--- config.mk ---
export PLATFORM = sky130hd
export DESIGN_NAME = jk_bank_ctrl_flat
export DESIGN_NICKNAME = d
export VERILOG_FILES = /design/src/rtl/jk_bank_ctrl_if.sv /design/src/rtl/jk_bank_ctrl.sv /design/src/flat_wrapper.sv
export SDC_FILE = /design/constraint.sdc
export NUM_CORES = 1
export LEC_CHECK = 0
export CAP_MARGIN = 5
export CORE_MARGIN = 10
export CORE_UTILIZATION = 30
export CTS_CLUSTER_DIAMETER = 30
export DETAILED_ROUTE_END_ITERATION = 7
export DONT_BUFFER_PORTS = 1
export SLEW_MARGIN = 20
export SYNTH_ARGS = -nofsm -noshare
export SYNTH_HDL_FRONTEND = slang
export SYNTH_SLANG_ARGS = --single-unit
--- constraint.sdc ---
create_clock -name clk -period 1.8 [get_ports clk]
set_input_delay 0.36 -clock clk [delete_from_list [all_inputs] [get_ports clk]]
set_output_delay 0.36 -clock clk [all_outputs]
set_load 0.005 [all_outputs]
--- src/rtl/jk_bank_ctrl_if.sv ---
// Command and flop-bank bundle for jk_bank_ctrl. The command source and the flop bank
// are on the master side, and the controller is on the slave side.
interface jk_bank_ctrl_if #(
  parameter int WIDTH = 4,
  parameter int CNT_W = 4
);
  logic             cmd_valid;
  logic             cmd_ready;
  logic [1:0]       cmd_op;
  logic [WIDTH-1:0] cmd_mask;
  logic [CNT_W-1:0] cmd_cnt;
  logic [WIDTH-1:0] j;
  logic [WIDTH-1:0] k;
  logic [WIDTH-1:0] q;
  logic             busy;
  logic             done;
  logic             err;
  logic             err_clr;

  modport master (
    output cmd_valid, cmd_op, cmd_mask, cmd_cnt, q, err_clr,
    input  cmd_ready, j, k, busy, done, err
  );

  modport slave (
    input  cmd_valid, cmd_op, cmd_mask, cmd_cnt, q, err_clr,
    output cmd_ready, j, k, busy, done, err
  );
endinterface

--- src/rtl/jk_bank_ctrl.sv ---
// Turns SET/CLEAR/TOGGLE/HOLD commands into timed J/K pulse trains for a JK flop bank.
// Optional readback checker: define JK_CHECK_EN to enable the sticky err flag.
module jk_bank_ctrl #(
  parameter int WIDTH = 4,
  parameter int CNT_W = 4
) (
  input  logic           clk,
  input  logic           rstn,
  jk_bank_ctrl_if.slave  bus
);

  typedef enum logic [1:0] {OP_HOLD, OP_SET, OP_CLEAR, OP_TOGGLE} op_e;
  typedef enum logic [1:0] {IDLE, DRIVE, SETTLE, DONE} state_e;

  state_e           state_q;
  op_e              op_q;
  logic [WIDTH-1:0] mask_q;
  logic [CNT_W-1:0] rem_q;
  logic [WIDTH-1:0] j_q;
  logic [WIDTH-1:0] k_q;
  logic             done_q;

  function automatic logic [WIDTH-1:0] drive_j(op_e op, logic [WIDTH-1:0] mask);
    return (op == OP_SET || op == OP_TOGGLE) ? mask : '0;
  endfunction

  function automatic logic [WIDTH-1:0] drive_k(op_e op, logic [WIDTH-1:0] mask);
    return (op == OP_CLEAR || op == OP_TOGGLE) ? mask : '0;
  endfunction

  // NOTE: sequential state uses non-blocking assignments so every register samples the
  // pre-edge values of the others; blocking here would create ordering-dependent races.
  always_ff @(posedge clk or negedge rstn) begin
    if (!rstn) begin
      state_q <= IDLE;
      op_q    <= OP_HOLD;
      mask_q  <= '0;
      rem_q   <= '0;
      j_q     <= '0;
      k_q     <= '0;
      done_q  <= 1'b0;
    end else begin
      case (state_q)
        IDLE: begin
          if (bus.cmd_valid) begin
            op_q   <= op_e'(bus.cmd_op);
            mask_q <= bus.cmd_mask;
            rem_q  <= bus.cmd_cnt;
            if (bus.cmd_cnt != '0) begin
              state_q <= DRIVE;
              j_q     <= drive_j(op_e'(bus.cmd_op), bus.cmd_mask);
              k_q     <= drive_k(op_e'(bus.cmd_op), bus.cmd_mask);
            end else begin
              state_q <= DONE;
              done_q  <= 1'b1;
            end
          end
        end
        DRIVE: begin
          j_q     <= '0;
          k_q     <= '0;
          rem_q   <= (rem_q != '0) ? rem_q - 1'b1 : '0;
          state_q <= SETTLE;
        end
        SETTLE: begin
          if (rem_q != '0) begin
            state_q <= DRIVE;
            j_q     <= drive_j(op_q, mask_q);
            k_q     <= drive_k(op_q, mask_q);
          end else begin
            state_q <= DONE;
            done_q  <= 1'b1;
          end
        end
        default: begin
          done_q  <= 1'b0;
          state_q <= IDLE;
        end
      endcase
    end
  end

  assign bus.j         = j_q;
  assign bus.k         = k_q;
  assign bus.done      = done_q;
  assign bus.busy      = (state_q != IDLE);
  assign bus.cmd_ready = (state_q == IDLE);

`ifdef JK_CHECK_EN
  logic [WIDTH-1:0] exp_q;
  logic             err_q;

  function automatic logic [WIDTH-1:0] expect_q(op_e op, logic [WIDTH-1:0] mask,
                                                logic odd, logic [WIDTH-1:0] snap);
    case (op)
      OP_SET:    return snap | mask;
      OP_CLEAR:  return snap & ~mask;
      OP_TOGGLE: return odd ? (snap ^ mask) : snap;
      default:   return snap;
    endcase
  endfunction

  // rem_q == 0 in SETTLE marks the final pulse; a mismatch there outranks err_clr.
  always_ff @(posedge clk or negedge rstn) begin
    if (!rstn) begin
      exp_q <= '0;
      err_q <= 1'b0;
    end else begin
      if (state_q == IDLE && bus.cmd_valid)
        exp_q <= expect_q(op_e'(bus.cmd_op), bus.cmd_mask, bus.cmd_cnt[0], bus.q);
      if (state_q == SETTLE && rem_q == '0 && bus.q != exp_q)
        err_q <= 1'b1;
      else if (bus.err_clr)
        err_q <= 1'b0;
    end
  end

  assign bus.err = err_q;
`else
  logic unused_inputs;
  assign unused_inputs = ^{bus.err_clr, bus.q};
  assign bus.err       = 1'b0;
`endif

endmodule
--- src/flat_wrapper.sv ---
// flat-port wrapper written by rule: the top's interface ports become plain ports
module jk_bank_ctrl_flat 
#(
  parameter int WIDTH = 4,
  parameter int CNT_W = 4
)
  (clk, rstn, bus_cmd_valid, bus_cmd_op, bus_cmd_mask, bus_cmd_cnt, bus_q, bus_err_clr, bus_cmd_ready, bus_j, bus_k, bus_busy, bus_done, bus_err);
  jk_bank_ctrl_if #(.WIDTH(WIDTH), .CNT_W(CNT_W)) bus_i ();
  input  logic clk;
  input  logic rstn;
  input wire logic [$bits(bus_i.cmd_valid)-1:0] bus_cmd_valid;
  input wire logic [$bits(bus_i.cmd_op)-1:0] bus_cmd_op;
  input wire logic [$bits(bus_i.cmd_mask)-1:0] bus_cmd_mask;
  input wire logic [$bits(bus_i.cmd_cnt)-1:0] bus_cmd_cnt;
  input wire logic [$bits(bus_i.q)-1:0] bus_q;
  input wire logic [$bits(bus_i.err_clr)-1:0] bus_err_clr;
  output wire logic [$bits(bus_i.cmd_ready)-1:0] bus_cmd_ready;
  output wire logic [$bits(bus_i.j)-1:0] bus_j;
  output wire logic [$bits(bus_i.k)-1:0] bus_k;
  output wire logic [$bits(bus_i.busy)-1:0] bus_busy;
  output wire logic [$bits(bus_i.done)-1:0] bus_done;
  output wire logic [$bits(bus_i.err)-1:0] bus_err;
  assign bus_i.cmd_valid = bus_cmd_valid;
  assign bus_i.cmd_op = bus_cmd_op;
  assign bus_i.cmd_mask = bus_cmd_mask;
  assign bus_i.cmd_cnt = bus_cmd_cnt;
  assign bus_i.q = bus_q;
  assign bus_i.err_clr = bus_err_clr;
  assign bus_cmd_ready = bus_i.cmd_ready;
  assign bus_j = bus_i.j;
  assign bus_k = bus_i.k;
  assign bus_busy = bus_i.busy;
  assign bus_done = bus_i.done;
  assign bus_err = bus_i.err;
  jk_bank_ctrl #(.WIDTH(WIDTH), .CNT_W(CNT_W)) u_core (.clk(clk), .rstn(rstn), .bus(bus_i));
endmodule
==> results.md, run 1 <==
* Status: complete, no violations
* I/O pin count at 30
* DR WL/cell at 15.6 µm
* Post-CTS Setup Inserts at 0
* Asr flop ratio synth at 1.00
* Clock skew at 0.00205 ns
* Initial Util at 0.312
* Post-synth net total at 130
* Clock root buffer: clkbuf_8
* Die height at 81.7 µm
* R2R Path Start: u_core.state_q[0]
* Detailed Route Iter0 Violations at 42
* Netlist Area Pre-Place at 1140 µm²
* Post-synth top area cell: dfrtp_1
* Number of remaining DRC errors at 0
* TritonCTS clock tree: done
* Static leakage at 0.561 nW
* Total gr overflow at 0
* GPL Wtd Cong at 0.726
* Via density at 5.05
* CP required at 1.95 ns
* CTS clk-pin slew, worst paths at 0.08 ns
* Sequential fraction of the synthesis area at 0.460
* Final Net Count at 138
* First-pass GRT wire length at 4120 µm
* Via count at 823
* Synth Area per Inst at 10.6 µm²
* Design area at 1290 µm²
* Syn. warnings at 0
* Top routing layer used: met3
* Total power at 2.36 mW
* Yosys cell types at 31
* Hold Crit Class: in2reg
* Share of the synthesized area in the top cell type at 0.460
* Share of layout cells above drive strength 1 at 0.313
* Die area at 6680 µm²
* Crit end category: flip-flop
* Clk buf depth at 2
* Vias in the first global route at 817
* Startpoint types: flip-flop
* Detailed placement HPWL at 2000 µm
* Top FF cell, synth: dfrtp_1
* Antenna violations before repair at 0
* CP peak stage delay at 0.42 ns
* RSZ-0062 raised after global routing: no
* Area Growth Syn to Fin at 13.1%
* Layout Utilization at 0.353
* CTS sink count at 21
* Min Tclk post-route at 1.68 ns
* Max-Cap Viols at 0
* Worst Reg2Reg Path Length in Cells at 6
* Slew Limit Fails at 0
* Largest net degree at the start of global routing at 22
* Number of H-tree levels at 1
* Reg-to-Reg End: u_core.bus.j[2]
* Post-synth EDFFs at 0
* Critical path startpoint: u_core.state_q[0]
* Commonest cells in the netlist: dfrtp_1, mux2_2, nand2_1
* Largest delay share family, worst path: simple AND/OR/NAND/NOR gates
* Drt pass-1 iters at 4
* CTS Buf Count at 3
* Total track usage at 0.0781
* Number of port buffers at 0
* CP Depth at 6
* Core Box Area at 3660 µm²
* Met3 WL at 381 µm
* CP Max Fanout at 8
* Most numerous cell in the Yosys netlist: dfrtp_1
* Worst path bufs/invs at 1
* ANT cells at 0
* Row cnt at 22
* Worst slew pin tran at 0.970 ns
* Final WL at 2540 µm
* Highest clock rate at 596 MHz
* Fin crit share at 0.932
* Final hold viol count at 0
* Setup violators final at 0
* Die Wd at 81.7 µm
* DP Area at 1230 µm²
* Crit-path cells: inv_1 -> ha_2 -> nor2b_1 -> nor2_2 -> nand2_4 -> mux2_2
* Slowest-stage cell, CP: dfrtp_1
* Clock Latency Late Sink at 0.26 ns
* Pwr/cell area at 1830 nW/µm²
* Crit path to: u_core.bus.j[2]
* WL met1 at 1040 µm
* Post-route ant nets at 0
* WL met2 at 1120 µm
* Top cells by area, synth: dfrtp_1, mux2_2, nand2_1, ha_1, o21ai_0
* Fill cell count at 362
* Flops & latches, synth at 21
* Final setup TNS at 0 ns
* Synth Instances at 108
* Arrival time at the worst endpoint at 1.83 ns
* Crit path kind: reg2reg
* Worst hold start: bus_cmd_mask[3]
* Slew headroom at 0.351
* Flop2flop setup slack at 0.12 ns
* Worst vdd ir at 0.855 mV
-- state kept, by name (all words and copies together) (netlist names) --
register         flops
u_core.bus.done      1
u_core.bus.j         4
u_core.bus.k         4
u_core.mask_q        4
u_core.op_q          2
u_core.rem_q         4
u_core.state_q       2
-- cells by family (layout without fill, tap and decap cells) --
group | count (synthesis) | count (layout) | synth area share
AO/OA/AOI/OAI | 23 | 23 | 0.134
adder cells (fa/ha/maj) | 4 | 4 | 0.0438
buffers and inverters | 8 | 15 | 0.0307
flip-flops | 21 | 21 | 0.460
multiplexers | 16 | 16 | 0.158
other | 1 | 1 | 0.00328
AND/OR/NAND/NOR | 35 | 35 | 0.171
-- how the worst min path moves through the flow --
stage / end / slack [ns] / cells past startpoint
2_1_floorplan: u_core.bus.done / 0.06 / 0
3_3_place_gp: u_core.bus.done / 0.07 / 0
3_5_place_dp: u_core.rem_q[3] / 0.07 / 0
4_1_cts: u_core.mask_q[3] / 0.24 / 1
5_1_grt: u_core.op_q[0] / 0.22 / 1
6_report: u_core.mask_q[3] / 0.24 / 1
-- report_power, final --
group	internal, mW	switching [mW]	leakage (nW)
combinational	0.578	0.539	0.274
clock	0.156	0.168	0.0217
sequential	0.706	0.216	0.264
-- cell type report --
type                    count  area [µm²]  area share
clock buffers               3        41.3      0.0319
repair buffers              8        62.6      0.0484
well taps                  48        60.1      0.0465
flip-flops and latches     21         526       0.407
clock inverters             1        7.51     0.00581
multi-input cells          79         584       0.452
inverters                   3        11.3     0.00871
-- repair_timing --
item                                   CTS  global route
endpoints found under the hold margin   21             0
setup endpoints to repair                0            10
gates resized for setup                  0             1
hold buffers                             1             0
-- routing by layer --
metal | global-route usage | vias to the layer above
met1 | 0.0885 | 399
met2 | 0.122 | 29
met3 | 0.0579 | 0
li1 | - | 395
met5 | 0 | -
met4 | 0.00510 | 0
-- stage by stage --
step / cells / hold slack (ns) / worst slack [ns]
2_1_floorplan: 108 / 0.0644 / 0.129
3_3_place_gp: 158 / 0.0652 / 0.0796
3_5_place_dp: 158 / 0.0652 / 0.0466
4_1_cts: 163 / 0.240 / 0.0275
5_1_grt: 163 / 0.220 / 0.0121
6_report: 163 / 0.243 / 0.122
-- cell usage in the layout (no fill, tap or decap), types with 2 or more instances in the layout --
| cell type | n |
|---|---|
| a21oi_1 | 3 |
| buf_4 | 7 |
| clkbuf_8 | 3 |
| dfrtp_1 | 21 |
| ha_1 | 3 |
| inv_1 | 3 |
| mux2_2 | 16 |
| nand2_1 | 14 |
| nand4_1 | 2 |
| nor2_1 | 4 |
| nor2b_1 | 4 |
| nor3_1 | 2 |
| o21ai_0 | 8 |
| o22ai_1 | 6 |
Power figures use the tool's default switching activity.
==> inputs of run 2 (changes only) <==
Settings changed: CAP_MARGIN 5 to not set, CORE_ASPECT_RATIO set to 0.9.
==> run 2 against run 1 <==
  * Sequential cell count stayed put
  * Clock power fell by 2%
  * Die area hardly changed
  * Sequential share of layout area grew 0.56 points
  * Final cell count down 2.5%
  * Clock skew hardly changed
  * Non-clock buffer count shrank 2
  * Register-to-register slack worse by 0.02 ns
  * Sequential power about the same
==> results.md, run 2 (same netlist as run 1, synthesis figures left out) <==
* Status: complete, no violations (unchanged)
* Post-route ant nets at 0 (unchanged)
* GPL Wtd Cong at 0.810 (was 0.726)
* CP required at 1.95 ns (about the same)
* Clk buf depth at 2 (unchanged)
* Clock Latency Late Sink at 0.26 ns (about the same)
* Via count at 839 (was 823)
* Final non-filler cell total at 159 (was 163)
* Crit-path cells: inv_1 -> ha_2 -> inv_1 -> a21boi_2 -> o21ai_0 -> a221o_1 (was inv_1 -> ha_2 -> nor2b_1 -> nor2_2 -> nand2_4 -> mux2_2)
* Arrival time at the worst endpoint at 1.85 ns (was 1.83 ns)
* CTS sink count at 21 (unchanged)
* Largest net degree at the start of global routing at 22 (unchanged)
* Total power at 2.35 mW (was 2.36 mW)
* Max-Cap Viols at 0 (unchanged)
* Die area at 6680 µm² (about the same)
* ANT cells at 0 (unchanged)
* Vias in the first global route at 898 (was 817)
* Pwr/cell area at 1850 nW/µm² (was 1830 nW/µm²)
* Highest clock rate at 587 MHz (was 596 MHz)
* Antenna violations before repair at 0 (unchanged)
* TritonCTS clock tree: done (unchanged)
* I/O pin count at 30 (unchanged)
* Via density at 5.28 (was 5.05)
* CTS Buf Count at 3 (unchanged)
* Worst vdd ir at 0.808 mV (was 0.855 mV)
* Slew headroom at 0.368 (was 0.351)
* Final setup margin at 0.0971 ns (was 0.122 ns)
* Min Tclk post-route at 1.70 ns (was 1.68 ns)
* Hold Crit Class: in2reg (unchanged)
* Die Wd at 85.0 µm (was 81.7 µm)
* Final Net Count at 136 (was 138)
* RSZ-0062 raised after global routing: no (unchanged)
* Core Box Area at 3700 µm² (was 3660 µm²)
* CP peak stage delay at 0.43 ns (was 0.42 ns)
* CP Max Fanout at 8 (unchanged)
* Layout Utilization at 0.344 (was 0.353)
* DP Cell Count at 154 (was 158)
* Fin crit share at 0.946 (was 0.932)
* Number of remaining DRC errors at 0 (unchanged)
* Crit path kind: reg2reg (unchanged)
* Detailed placement HPWL at 2110 µm (was 2000 µm)
* Clock skew at 0.00168 ns (was 0.00205 ns)
* Fin Hold WS at 0.238 ns (was 0.243 ns)
* Share of layout cells above drive strength 1 at 0.301 (was 0.313)
* Number of H-tree levels at 1 (unchanged)
* Die height at 78.5 µm (was 81.7 µm)
* Hold path depth at 1 (unchanged)
* CP Depth at 6 (unchanged)
* Number of port buffers at 0 (unchanged)
* Final WL at 2690 µm (was 2540 µm)
* Initial Util at 0.308 (was 0.312)
* Most common cell after layout, fill and taps aside: dfrtp_1 (unchanged)
* Startpoint types: flip-flop (unchanged)
* Slew Limit Fails at 0 (unchanged)
* Final setup TNS at 0 ns (unchanged)
* Fill cell count at 376 (was 362)
* First-pass GRT wire length at 4390 µm (was 4120 µm)
* Largest delay share family, worst path: compound AO/OA/AOI/OAI gates (was simple AND/OR/NAND/NOR gates)
* Crit end category: flip-flop (unchanged)
* Slowest-stage cell, CP: dfrtp_1 (unchanged)
* Clock root buffer: clkbuf_8 (unchanged)
* Drt pass-1 iters at 4 (unchanged)
* Dpl ws at 0.0431 ns (was 0.0466 ns)
* Detailed Route Iter0 Violations at 32 (was 42)
* DR WL/cell at 16.9 µm (was 15.6 µm)
* Row cnt at 21 (was 22)
* CTS clk-pin slew, worst paths at 0.08 ns (about the same)
* Most frequent cells in the layout: dfrtp_1, mux2_2, nand2_1 (unchanged)
* Total gr overflow at 0 (unchanged)
* Setup violators final at 0 (unchanged)
* Area Growth Syn to Fin at 11.6% (was 13.1%)
* Total track usage at 0.0812 (was 0.0781)
* Cell mode on critical path: inv_1
* Worst slew pin tran at 0.945 ns (was 0.970 ns)
* Static leakage at 0.550 nW (was 0.561 nW)
* Design area at 1270 µm² (was 1290 µm²)
* DP Area at 1210 µm² (was 1230 µm²)
* Final hold viol count at 0 (unchanged)
* Worst Reg2Reg Path Length in Cells at 6 (unchanged)
* Worst path bufs/invs at 2 (was 1)
[run 2: cell count changes in the layout (fill, tap and decap cells not counted), sizes merged]
cell  previous run  this run
buf              7         5
[run 2: repair_timing]
item / in CTS / in global routing
setup endpoints to repair: 0 / 10
hold buffers: 1 / 0
endpoints found under the hold margin: 21 / 0
gates resized for setup: 0 / 1
buffers inserted: 0 / 0
[run 2: final cells by class]
cell class | instances | area [µm²] | share of cell area
Clock buffer | 3 | 41.3 | 0.0324
Sequential cell | 21 | 526 | 0.412
Clock inverter | 1 | 7.51 | 0.00589
Tap cell | 46 | 57.6 | 0.0451
Multi-Input combinational cell | 79 | 584 | 0.458
Inverter | 3 | 11.3 | 0.00883
Timing Repair Buffer | 6 | 47.5 | 0.0373
[run 2: worst reg2reg max path, stage by stage (launching register included)]
cell and delay (ns):
dfrtp_1 0.43, inv_1 0.11, ha_2 0.27, inv_1 0.09, a21boi_2 0.24, o21ai_0 0.14, a221o_1 0.30
[run 2: final timing paths]
| kind | start | to | slack (ns) |
|---|---|---|---|
| setup / recovery | u_core.state_q[1] | u_core.rem_q[1] | 0.1 |
| hold / removal | bus_cmd_mask[0] | u_core.mask_q[0] | 0.24 |
| setup reg to reg | u_core.state_q[1] | u_core.rem_q[1] | 0.1 |
| hold reg to reg | u_core.mask_q[0] | u_core.mask_q[0] | 0.51 |
| max in group asynchronous | rstn | u_core.state_q[0] | 0.54 |
| min in group asynchronous | rstn | u_core.rem_q[0] | 0.68 |
[run 2: power by group]
part           switching, mW  total [mW]  internal [mW]  leakage, nW
clock                  0.162       0.319          0.157       0.0217
sequential             0.218       0.924          0.706        0.264
combinational          0.555        1.11          0.555        0.264
[run 2: layer usage]
| metal | part of all wire | global-route usage | vias to the layer above |
|---|---|---|---|
| met2 | 0.48 | 0.134 | 36 |
| met3 | 0.15 | 0.0599 | 3 |
| met1 | 0.37 | 0.0815 | 408 |
| met5 | 0 | 0 | - |
| li1 | - | - | 392 |
| met4 | 0.0056 | 0.0164 | 0 |
